### src/rtl/nco_sweep_ctrl_pkg.sv
// -----------------------------------------------------------------------------
// nco_sweep_ctrl_pkg
//   Shared definitions for the NCO sweep controller:
//     - sweep mode encodings (cfg_mode)
//     - FSM state encodings
//     - FTW width derivation from the NCO LUT address width
// -----------------------------------------------------------------------------
package nco_sweep_ctrl_pkg;

    localparam logic [1:0] MODE_SINGLE   = 2'd0;
    localparam logic [1:0] MODE_REPEAT   = 2'd1;
    localparam logic [1:0] MODE_TRIANGLE = 2'd2;
    localparam logic [1:0] MODE_FIXED    = 2'd3;

    localparam logic [0:0] ST_IDLE = 1'b0;
    localparam logic [0:0] ST_RUN  = 1'b1;

    // Integer part is LUTSIZE+1 bits, fraction is 8 bits.
    function automatic int ftw_width(input int lutsize);
        return lutsize + 9;
    endfunction

endpackage

### src/rtl/nco_dwell_timer.sv
// -----------------------------------------------------------------------------
// nco_dwell_timer
//   Loadable down-counter that measures how long each tuning word is held.
//   Loading value D makes zero assert D cycles later, so a word loaded together
//   with the counter is visible for D+1 cycles before the step edge.
// Ports
//   clk       in   system clock (rising edge)
//   rst_n     in   asynchronous active-low reset
//   load      in   load load_val this cycle (takes priority over counting)
//   load_val  in   DWELL_W  value to load
//   zero      out  counter is at zero (holds at zero until reloaded)
// -----------------------------------------------------------------------------
module nco_dwell_timer #(
    parameter int DWELL_W = 16
) (
    input  logic               clk,
    input  logic               rst_n,
    input  logic               load,
    input  logic [DWELL_W-1:0] load_val,
    output logic               zero
);

    logic [DWELL_W-1:0] cnt_q;
    logic [DWELL_W-1:0] cnt_d;

    assign zero = (cnt_q == '0);

    always_comb begin
        cnt_d = cnt_q;
        if (load) begin
            cnt_d = load_val;
        end else if (!zero) begin
            cnt_d = cnt_q - {{(DWELL_W-1){1'b0}}, 1'b1};
        end
    end

    always_ff @(posedge clk or negedge rst_n) begin
        if (!rst_n) begin
            cnt_q <= '0;
        end else begin
            cnt_q <= cnt_d;
        end
    end

endmodule

### src/rtl/nco_sweep_ctrl.sv
// -----------------------------------------------------------------------------
// nco_sweep_ctrl
//   Sequences the NCO frequency tuning word {int, 8-bit frac} through linear
//   sweeps (single, repeat/sawtooth, triangle, fixed tone). Each word is held
//   for cfg_dwell+1 cycles; steps clamp exactly onto the stop word.
// Ports
//   clk        in   system clock (rising edge)
//   rst_n      in   asynchronous active-low reset
//   start      in   pulse: latch cfg_* and begin sweep (only honoured in IDLE)
//   abort      in   pulse: stop sweep, return to IDLE (wins over start)
//   cfg_start  in   FTW_W    first tuning word
//   cfg_stop   in   FTW_W    final tuning word
//   cfg_step   in   FTW_W    per-step increment magnitude
//   cfg_dwell  in   DWELL_W  words held cfg_dwell+1 cycles
//   cfg_mode   in   2        0 single, 1 repeat, 2 triangle, 3 fixed
//   nco_en     out  NCO enable (= busy)
//   iftw       out  integer tuning word ftw[FTW_W-1:8]
//   fftw       out  fractional tuning word ftw[7:0]
//   busy       out  sweep active
//   done       out  one-cycle pulse at end of a single sweep
//   dir_down   out  current direction, 1 = decreasing
// -----------------------------------------------------------------------------
module nco_sweep_ctrl
    import nco_sweep_ctrl_pkg::*;
#(
    parameter  int LUTSIZE = 10,
    parameter  int DWELL_W = 16,
    localparam int FTW_W   = ftw_width(LUTSIZE)
) (
    input  logic               clk,
    input  logic               rst_n,
    input  logic               start,
    input  logic               abort,
    input  logic [FTW_W-1:0]   cfg_start,
    input  logic [FTW_W-1:0]   cfg_stop,
    input  logic [FTW_W-1:0]   cfg_step,
    input  logic [DWELL_W-1:0] cfg_dwell,
    input  logic [1:0]         cfg_mode,
    output logic               nco_en,
    output logic [LUTSIZE:0]   iftw,
    output logic [7:0]         fftw,
    output logic               busy,
    output logic               done,
    output logic               dir_down
);

    logic [0:0]         state_q, state_d;
    logic [FTW_W-1:0]   ftw_q,   ftw_d;
    logic [FTW_W-1:0]   org_q,   org_d;    // endpoint the current leg started from
    logic [FTW_W-1:0]   tgt_q,   tgt_d;    // endpoint the current leg heads towards
    logic [FTW_W-1:0]   step_q,  step_d;
    logic [DWELL_W-1:0] dwell_q, dwell_d;
    logic [1:0]         mode_q,  mode_d;
    logic               dir_q,   dir_d;
    logic               hold_q,  hold_d;   // degenerate sweep: sit on start word
    logic               done_q,  done_d;

    logic               tmr_load;
    logic [DWELL_W-1:0] tmr_val;
    logic               tmr_zero;

    // One step from cur towards tgt, computed one bit wider so that carry or
    // borrow out of the FTW range is seen and clamped rather than wrapped.
    function automatic logic [FTW_W-1:0] next_word(
        input logic [FTW_W-1:0] cur,
        input logic [FTW_W-1:0] stp,
        input logic [FTW_W-1:0] tgt,
        input logic             down
    );
        logic [FTW_W:0] ext;
        if (down) begin
            ext = {1'b0, cur} - {1'b0, stp};
            if (ext[FTW_W] || (ext[FTW_W-1:0] <= tgt)) begin
                return tgt;
            end
        end else begin
            ext = {1'b0, cur} + {1'b0, stp};
            if (ext[FTW_W] || (ext[FTW_W-1:0] >= tgt)) begin
                return tgt;
            end
        end
        return ext[FTW_W-1:0];
    endfunction

    nco_dwell_timer #(
        .DWELL_W (DWELL_W)
    ) u_dwell (
        .clk      (clk),
        .rst_n    (rst_n),
        .load     (tmr_load),
        .load_val (tmr_val),
        .zero     (tmr_zero)
    );

    always_comb begin
        state_d  = state_q;
        ftw_d    = ftw_q;
        org_d    = org_q;
        tgt_d    = tgt_q;
        step_d   = step_q;
        dwell_d  = dwell_q;
        mode_d   = mode_q;
        dir_d    = dir_q;
        hold_d   = hold_q;
        done_d   = 1'b0;
        tmr_load = 1'b0;
        tmr_val  = dwell_q;

        case (state_q)
            ST_IDLE: begin
                if (start && !abort) begin
                    state_d  = ST_RUN;
                    ftw_d    = cfg_start;
                    org_d    = cfg_start;
                    tgt_d    = cfg_stop;
                    step_d   = cfg_step;
                    dwell_d  = cfg_dwell;
                    mode_d   = cfg_mode;
                    dir_d    = (cfg_start > cfg_stop);
                    hold_d   = (cfg_mode == MODE_FIXED) || (cfg_step == '0) ||
                               (cfg_start == cfg_stop);
                    tmr_load = 1'b1;
                    tmr_val  = cfg_dwell;
                end
            end
            default: begin
                if (abort) begin
                    state_d = ST_IDLE;
                end else if (!hold_q && tmr_zero) begin
                    tmr_load = 1'b1;
                    if (ftw_q == tgt_q) begin
                        // Endpoint has served its full dwell.
                        case (mode_q)
                            MODE_SINGLE: begin
                                state_d = ST_IDLE;
                                done_d  = 1'b1;
                            end
                            MODE_REPEAT: begin
                                ftw_d = org_q;
                            end
                            MODE_TRIANGLE: begin
                                // Step away immediately so the endpoint is
                                // not held for a second dwell.
                                org_d = tgt_q;
                                tgt_d = org_q;
                                dir_d = ~dir_q;
                                ftw_d = next_word(ftw_q, step_q, org_q, ~dir_q);
                            end
                            default: begin
                            end
                        endcase
                    end else begin
                        ftw_d = next_word(ftw_q, step_q, tgt_q, dir_q);
                    end
                end
            end
        endcase
    end

    always_ff @(posedge clk or negedge rst_n) begin
        if (!rst_n) begin
            state_q <= ST_IDLE;
            ftw_q   <= '0;
            org_q   <= '0;
            tgt_q   <= '0;
            step_q  <= '0;
            dwell_q <= '0;
            mode_q  <= '0;
            dir_q   <= 1'b0;
            hold_q  <= 1'b0;
            done_q  <= 1'b0;
        end else begin
            state_q <= state_d;
            ftw_q   <= ftw_d;
            org_q   <= org_d;
            tgt_q   <= tgt_d;
            step_q  <= step_d;
            dwell_q <= dwell_d;
            mode_q  <= mode_d;
            dir_q   <= dir_d;
            hold_q  <= hold_d;
            done_q  <= done_d;
        end
    end

    assign busy     = (state_q == ST_RUN);
    assign nco_en   = busy;
    assign done     = done_q;
    assign dir_down = dir_q;
    assign iftw     = ftw_q[FTW_W-1:8];
    assign fftw     = ftw_q[7:0];

endmodule
### config.mk
export PLATFORM = sky130hd
export DESIGN_NAME = nco_sweep_ctrl
export DESIGN_NICKNAME = d
export VERILOG_FILES = /design/src/rtl/nco_sweep_ctrl_pkg.sv /design/src/rtl/nco_dwell_timer.sv /design/src/rtl/nco_sweep_ctrl.sv
export SDC_FILE = /design/constraint.sdc
export NUM_CORES = 1
export LEC_CHECK = 0
export BUFFER_PORTS_ARGS = -buffer_cell sky130_fd_sc_hd__buf_4
export CORE_MARGIN = 4
export CORE_UTILIZATION = 30
export DETAILED_ROUTE_END_ITERATION = 12
export PLACE_DENSITY = 0.45
export SLEW_MARGIN = 20
export SYNTH_ARGS = -nofsm -noshare
export SYNTH_HDL_FRONTEND = slang
export SYNTH_SLANG_ARGS = --single-unit
### constraint.sdc
create_clock -name clk -period 7.35 [get_ports clk]
set_clock_uncertainty 0.15 [all_clocks]
set_input_delay 0.735 -clock clk [delete_from_list [all_inputs] [get_ports clk]]
set_output_delay 0.735 -clock clk [all_outputs]
set_load 0.01 [all_outputs]
== Word-level counts from Yosys, hierarchy flattened ==
Cells that the tools add are included.

* Register bits: 114
* Output and inout bits: 23
* Bits in latches: 0
* Memories: 0
* Input port bits: 79
* Word-level logic and storage cells: 115
* Bits in writable memories: 0
* Memory bits (read-only): 0

* $lt $le $gt $ge: 5
* Bitwise gates (word level): 2
* $mul: 0
* Mux-type cells: 66
* Divide/modulo/power cells: 0
* Equal/unequal tests: 11
* Add/sub/neg operators: 3
* Shifts and indexed selects: 0
* Reductions and logical operators: 17

{| class="wikitable"
|+ Operators with widths
! kind !! count
|-
| 2-to-1 mux 19 bit || 26
|-
| 2-to-1 mux 16 bit || 4
|-
| == test 19 bit || 2
|-
| >= comparator 19 bit || 2
|-
| less-or-equal comparator 19 bit || 2
|-
| case mux 19 bit (2 select lines) || 1
|-
| 2-to-1 mux 1 bit || 35
|-
| adder 19 x 19 -> 20 bit || 1
|-
| subtractor 19 x 19 -> 20 bit || 1
|-
| > comparator 19 bit || 1
|-
| zero test 19 bit || 1
|-
| zero test 16 bit || 1
|-
| subtractor 16 x 1 -> 16 bit (second input constant) || 1
|-
| logical OR 1 bit || 6
|-
| != test 2 x 1 -> 1 bit (second input constant) || 3
|-
| AND reduction 5 bit || 1
|-
| == test 2 bit (second input constant) || 2
|-
| != test 2 bit (second input constant) || 2
|-
| != test 4 x 2 -> 1 bit (second input constant) || 1
|-
| AND reduction 4 bit || 1
|-
| == test 2 x 1 -> 1 bit (second input constant) || 1
|-
| logical AND 1 bit || 2
|-
| zero test 1 bit || 2
|-
| zero test 2 bit || 1
|-
| 3 further kinds || 4
|}

== Depth between registers and ports, before layout ==
* Depth in word-level cells: 16
* Depth in mapped cells: 22
* Depth with buffers taken out: 21

== Hierarchy ==
Synthesis repeated with hierarchy kept, for this count alone.

* Cells, all modules: 1248
* Area total of the unflattened synthesis: 10759.1 um^2

{| class="wikitable"
|+ By module, submodules not included
! module !! area each (um^2) !! cells an instance !! times used !! seq. area each (um^2)
|-
| nco_sweep_ctrl || 9795.6 || 1148 || 1 || 2452.4
|-
| nco_dwell_timer || 963.4 || 100 || 1 || 400.4
|}

== Worst setup path before layout ==
Ideal clock, no wire load.

* Kind: flip-flop to flip-flop
* From: reg ftw_q[6]
* To: reg ftw_q[10]
* Slack: 2.508 ns
* Data required time: 7.074 ns
* Arrival time: 4.566 ns
* Path buffers: 2
* Stages on the path, launching flop included: 19
* Clock period less this slack: 4.842 ns
* Cell sequence: dfrtp_1 -> ha_1 -> buf_2 -> nor2b_1 -> or3_1 -> a31oi_2 -> nand3_1 -> a2111oi_0 -> a211oi_1 -> ha_1 -> a21o_1 -> a211oi_1 -> nand3_1 -> o21ai_0 -> or3b_1 -> and3_1 -> buf_2 -> a221o_1 -> o32a_1

* Cells in the longest elaborated chain, start to end: 16
* Elaborated cells on any way between the ends: 37
* Those cells by class: 2 x add/sub; 4 x order compare; 2 x eq/ne; 24 x mux; 5 x reduce/logical

{| class="wikitable"
|+ Ends and longest elaborated chain
! item !! RTL line !! text
|-
| start, declared || nco_sweep_ctrl.sv:48 || <nowiki>logic [FTW_W-1:0] ftw_q, ftw_d;</nowiki>
|-
| start signal, assigned || nco_sweep_ctrl.sv:174 || <nowiki>ftw_q <= ftw_d;</nowiki>
|-
| subtractor 19 x 19 -> 20 bit or adder 19 x 19 -> 20 bit (tied branches) || nco_sweep_ctrl.sv:72, nco_sweep_ctrl.sv:77 ||
|-
| less-or-equal comparator 19 bit or >= comparator 19 bit (tied branches) || nco_sweep_ctrl.sv:73, nco_sweep_ctrl.sv:78 ||
|-
| logical OR 1 bit (on tied branches) || nco_sweep_ctrl.sv:73, nco_sweep_ctrl.sv:78 ||
|-
| 2-to-1 mux 1 bit (on tied branches) || nco_sweep_ctrl.sv:73, nco_sweep_ctrl.sv:78 ||
|-
| 2-to-1 mux 1 bit || nco_sweep_ctrl.sv:71 || <nowiki>if (down) begin</nowiki>
|-
| 2-to-1 mux 1 bit || nco_sweep_ctrl.sv:133 || <nowiki>case (mode_q)</nowiki>
|-
| 2-to-1 mux 1 bit || nco_sweep_ctrl.sv:131 || <nowiki>if (ftw_q == tgt_q) begin</nowiki>
|-
| 2-to-1 mux 1 bit || nco_sweep_ctrl.sv:129 || <nowiki>end else if (!hold_q && tmr_zero) begin</nowiki>
|-
| 2-to-1 mux 1 bit || nco_sweep_ctrl.sv:127 || <nowiki>if (abort) begin</nowiki>
|-
| 2-to-1 mux 1 bit || nco_sweep_ctrl.sv:109 || <nowiki>case (state_q)</nowiki>
|-
| 2-to-1 mux 19 bit || nco_sweep_ctrl.sv:82 || <nowiki>return ext[FTW_W-1:0];</nowiki>
|-
| case mux 19 bit (2 select lines) || nco_sweep_ctrl.sv:133 ||
|-
| 2-to-1 mux 19 bit || nco_sweep_ctrl.sv:131 ||
|-
| 2-to-1 mux 19 bit || nco_sweep_ctrl.sv:129 ||
|-
| 2-to-1 mux 19 bit || nco_sweep_ctrl.sv:127 ||
|-
| 2-to-1 mux 19 bit || nco_sweep_ctrl.sv:109 ||
|}

Parallel ways exist; a longest one is shown, timed or not. The select of a mux whose other input is x is not followed.
A chain may end at the register's enable or synchronous reset.

== Worst setup path in the final report ==
* From: reg ftw_q[4]
* To: reg ftw_q[10]

Same word-level chain as after synthesis.

==> flow_summary.json <==
{
  "pwr-share-clk_pct": 18.4,
  "final.setup.tns_ns": 0,
  "clock_latency_ns": 0.43,
  "drc": 0,
  "first_global_vias": 9125,
  "combinationalPowerShare_pct": 61.8,
  "min_path_type": "primary input to async pin",
  "synth-simple-area-share_pct": 17.1,
  "finalCritPeriodShare_pct": 88.4,
  "met3_length_um": 1240,
  "rrSetupSlack_ns": 0.85,
  "grt_start_max_net_pins": 65,
  "r2r-start": "ftw_q[4]",
  "drive_gt1_share_pct": 14.4,
  "leakagePower_nw": 5.59,
  "clock_sinks": 114,
  "cts_tree": "done",
  "dr.pass1.iters": 5,
  "drtIter0Drc": 618,
  "rsz0062_at_grt": "no",
  "fin_crit_ns": 6.50,
  "seq_power_share_pct": 19.8,
  "syn_avg_cell_area_sq_um": 8.35,
  "cts-hold-fix-buffers": 0,
  "whs_ns": 0.207,
  "drt_wl_total_um": 36200,
  "required_ns": 7.51,
  "dieArea_sq_mm": 0.0380,
  "core_sq_mm": 0.0345,
  "drv_cap": 0,
  "numCtsBuffers": 17,
  "switching_share_pct": 47.7,
  "synth_nets": 1471,
  "hold_viol": 0,
  "via_per_inst": 5.16,
  "p_sw_mw": 2.37,
  "slowest_stage": "a2111oi_0",
  "start_util_pct": 30.4,
  "crit_chain": "ha_1 -> nor2_1 -> a211oi_1 -> o21ai_0 -> a21oi_1 -> o211a_1 -> nor2_1 -> xnor2_1 -> ha_1 -> a21o_1 -> a21o_1 -> a2111oi_0 -> o211a_1 -> nor2_1 -> o32ai_2 -> buf_4 -> nor2_1 -> a221o_1 -> o32a_1",
  "ys_warn_count": 0,
  "htree_levels": 4,
  "reg2reg_to": "ftw_q[10]",
  "synthAdderAreaFrac_pct": 16.6,
  "rows": 68,
  "place_hpwl_um": 28900,
  "io_pins": 102,
  "relSlewSlack_pct": 26.9,
  "pre_cts_ws_ns": 1.02,
  "ctsRootBufferMaster": "clkbuf_16",
  "cp-start-kind": "flop",
  "setup_slack_ns": 0.851,
  "synth-xor-area-share_pct": 4.68,
  "synthMuxAreaShare_pct": 7.00,
  "asyncSetResetFlopFracSynth_pct": 100,
  "setup_viol": 0,
  "max_stage_delay_ns": 0.93,
  "crit_buf_inv": 1,
  "gp_congestion": 0.924,
  "highest_layer": "met4",
  "tightest_slew_ns": 1.07,
  "clk_pin_slew_ns": 0.06,
  "met2_length_um": 17500,
  "ys_ff_latch": 114,
  "numPortBuffers": 101,
  "outcome": "complete, no violations",
  "dpl_cell_area_sq_mm": 0.0117,
  "synth_top_cell_area_share_pct": 27.2,
  "antenna_found_initial": 0,
  "die_w_um": 195,
  "maxSlewViolCount": 0,
  "synth_edf_count": 0,
  "grt_pass1_wl_um": 56000,
  "wl_met1_um": 17100,
  "area_growth_pct": 17.5,
  "design_area_sq_mm": 0.0123,
  "synth_compound_area_share_pct": 21.1,
  "power.density_mw_per_mm2": 404,
  "worstSetupEndpointType": "flop",
  "syn_area_sq_mm": 0.0105,
  "crit_type": "flop to flop",
  "p_int_mw": 2.60,
  "synth-main-ff-cell": "dfrtp_1",
  "nNetsFinal": 1547,
  "ctsResizeCount": 0,
  "power.total_mw": 4.97,
  "grt-ovfl-total": 0,
  "synth_cells": 1254,
  "ant_nets": 0,
  "yosysTopAreaCell": "dfrtp_1",
  "fmax_mhz": 154,
  "rr_worst_depth": 19,
  "via_count": 9273,
  "cts_setup_buffers": 0,
  "cpMostUsedCell": "nor2_1",
  "antennaDiodeCount": 0,
  "cts.path.max_buffers": 2,
  "synth_top_family_by_area": "compound AO/OA/AOI/OAI gates",
  "max-vdd-ir-drop_uv": 186,
  "grt_usage_pct": 18.8,
  "path_delay_family": "compound AO/OA/AOI/OAI gates",
  "ys_types": 80,
  "routedWlPerCell_um": 20.1,
  "die_h_um": 195,
  "synthTopCellsByArea": "dfrtp_1 27%, ha_1 16%, a21oi_1 5.2%",
  "critical_path.max_fanout": 22,
  "cp.arrival_ns": 6.66,
  "synth_seq_area_share_pct": 27.2
}
layer usage:
| metal | track usage, % | vias to the layer above |
|---|---|---|
| li1 | - | 4646 |
| met4 | 3.23 | 0 |
| met5 | 0 | - |
| met2 | 31.6 | 165 |
| met3 | 2.89 | 21 |
| met1 | 26.1 | 4441 |
cell type report:
type,instances,area [sq um]
fill,3638,22200
clock buffer,22,474
clock inverter,10,155
tap,455,569
timing repair buffer,114,856
multi-input combinational,978,7000
inverter,105,394
sequential,114,2850
power groups by stage:
stage,combinational (mW),clock (mW),sequential [mW]
after global routing,3.44,0.964,1.01
after detailed placement,3.03,0,1.00
after CTS,3.05,0.931,0.990
final,3.07,0.914,0.985
after floorplan,2.14,0,0.938
after global placement,3.02,0,0.997
stage by stage:
step / utilization (%) / instances
final: 35.7 / 1798
after CTS: 35.7 / 1798
after global placement: 33.9 / 1766
after detailed placement: 33.9 / 1766
after global routing: 35.7 / 1798
after floorplan: - / 1254
synth_stat cells (all sizes together), types with 3 or more instances:
cell     count
a311o        3
a21boi       8
a2111oi      5
o21a        13
and3         8
or4          3
and4         5
clkbuf      35
nand3b       5
o21ai       80
nor4        14
nor2b       22
nand2b      16
o31a         3
and2         3
nand2       94
nor2       113
a21oi      109
nor3        31
o221ai       3
xor2        15
or3          5
a21o        17
ha         136
a211oi      17
mux2        26
mux2i       44
o211a        4
a31o         3
o31ai        7
nand4       16
a221oi       5
o21bai       6
dfrtp      114
a221o        4
inv        105
nor3b        5
a31oi       25
xnor2       41
buf         22
or2          4
o211ai       8
o32a         6
nand3       19
sequential cells by signal (all words and copies together), names as in the netlist, 2 cells and up:
| signal | cells |
|---|---|
| org_q | 19 |
| dwell_q | 16 |
| ftw_q | 19 |
| tgt_q | 19 |
| step_q | 19 |
| u_dwell.cnt_q | 16 |
| mode_q | 2 |
cells in the final DEF (no fill, tap or decap), types with 7 or more instances in the layout:
cell	Yosys	final
mux2_2	26	26
mux2i_1	44	44
nor2_1	113	112
nand3_1	19	19
and3_1	8	8
buf_4	5	114
nand4_1	16	16
nand2b_1	16	16
a21boi_0	7	7
o211ai_1	7	7
a21o_1	17	17
inv_1	103	103
ha_1	136	136
a21oi_1	108	107
xnor2_1	41	41
xor2_1	15	15
nor2b_1	22	22
clkbuf_16	0	17
nor3_1	30	30
a31oi_1	24	23
nand2_1	93	93
dfrtp_1	114	113
nor4_1	14	14
o21a_1	13	13
o21ai_0	75	75
o31ai_1	7	7
a211oi_1	16	16
worst max path at each step:
stage	depth (start not counted)	end	start
floorplan	18	ftw_q[10]	ftw_q[6]
global placement	19	ftw_q[15]	ftw_q[4]
detailed placement	19	ftw_q[10]	ftw_q[4]
CTS	19	ftw_q[10]	ftw_q[4]
global route	19	ftw_q[10]	ftw_q[4]
finish	19	ftw_q[10]	ftw_q[4]
kinds of logic (layout without fill, tap and decap cells):
group,Yosys count,after routing
buf+inv,162,251
mux,70,70
flops,114,114
simple gates,368,368
compound gates,346,346
xor+xnor,56,56
fa+ha+maj,138,138
Note: power is estimated with default switching activity, not from simulation.
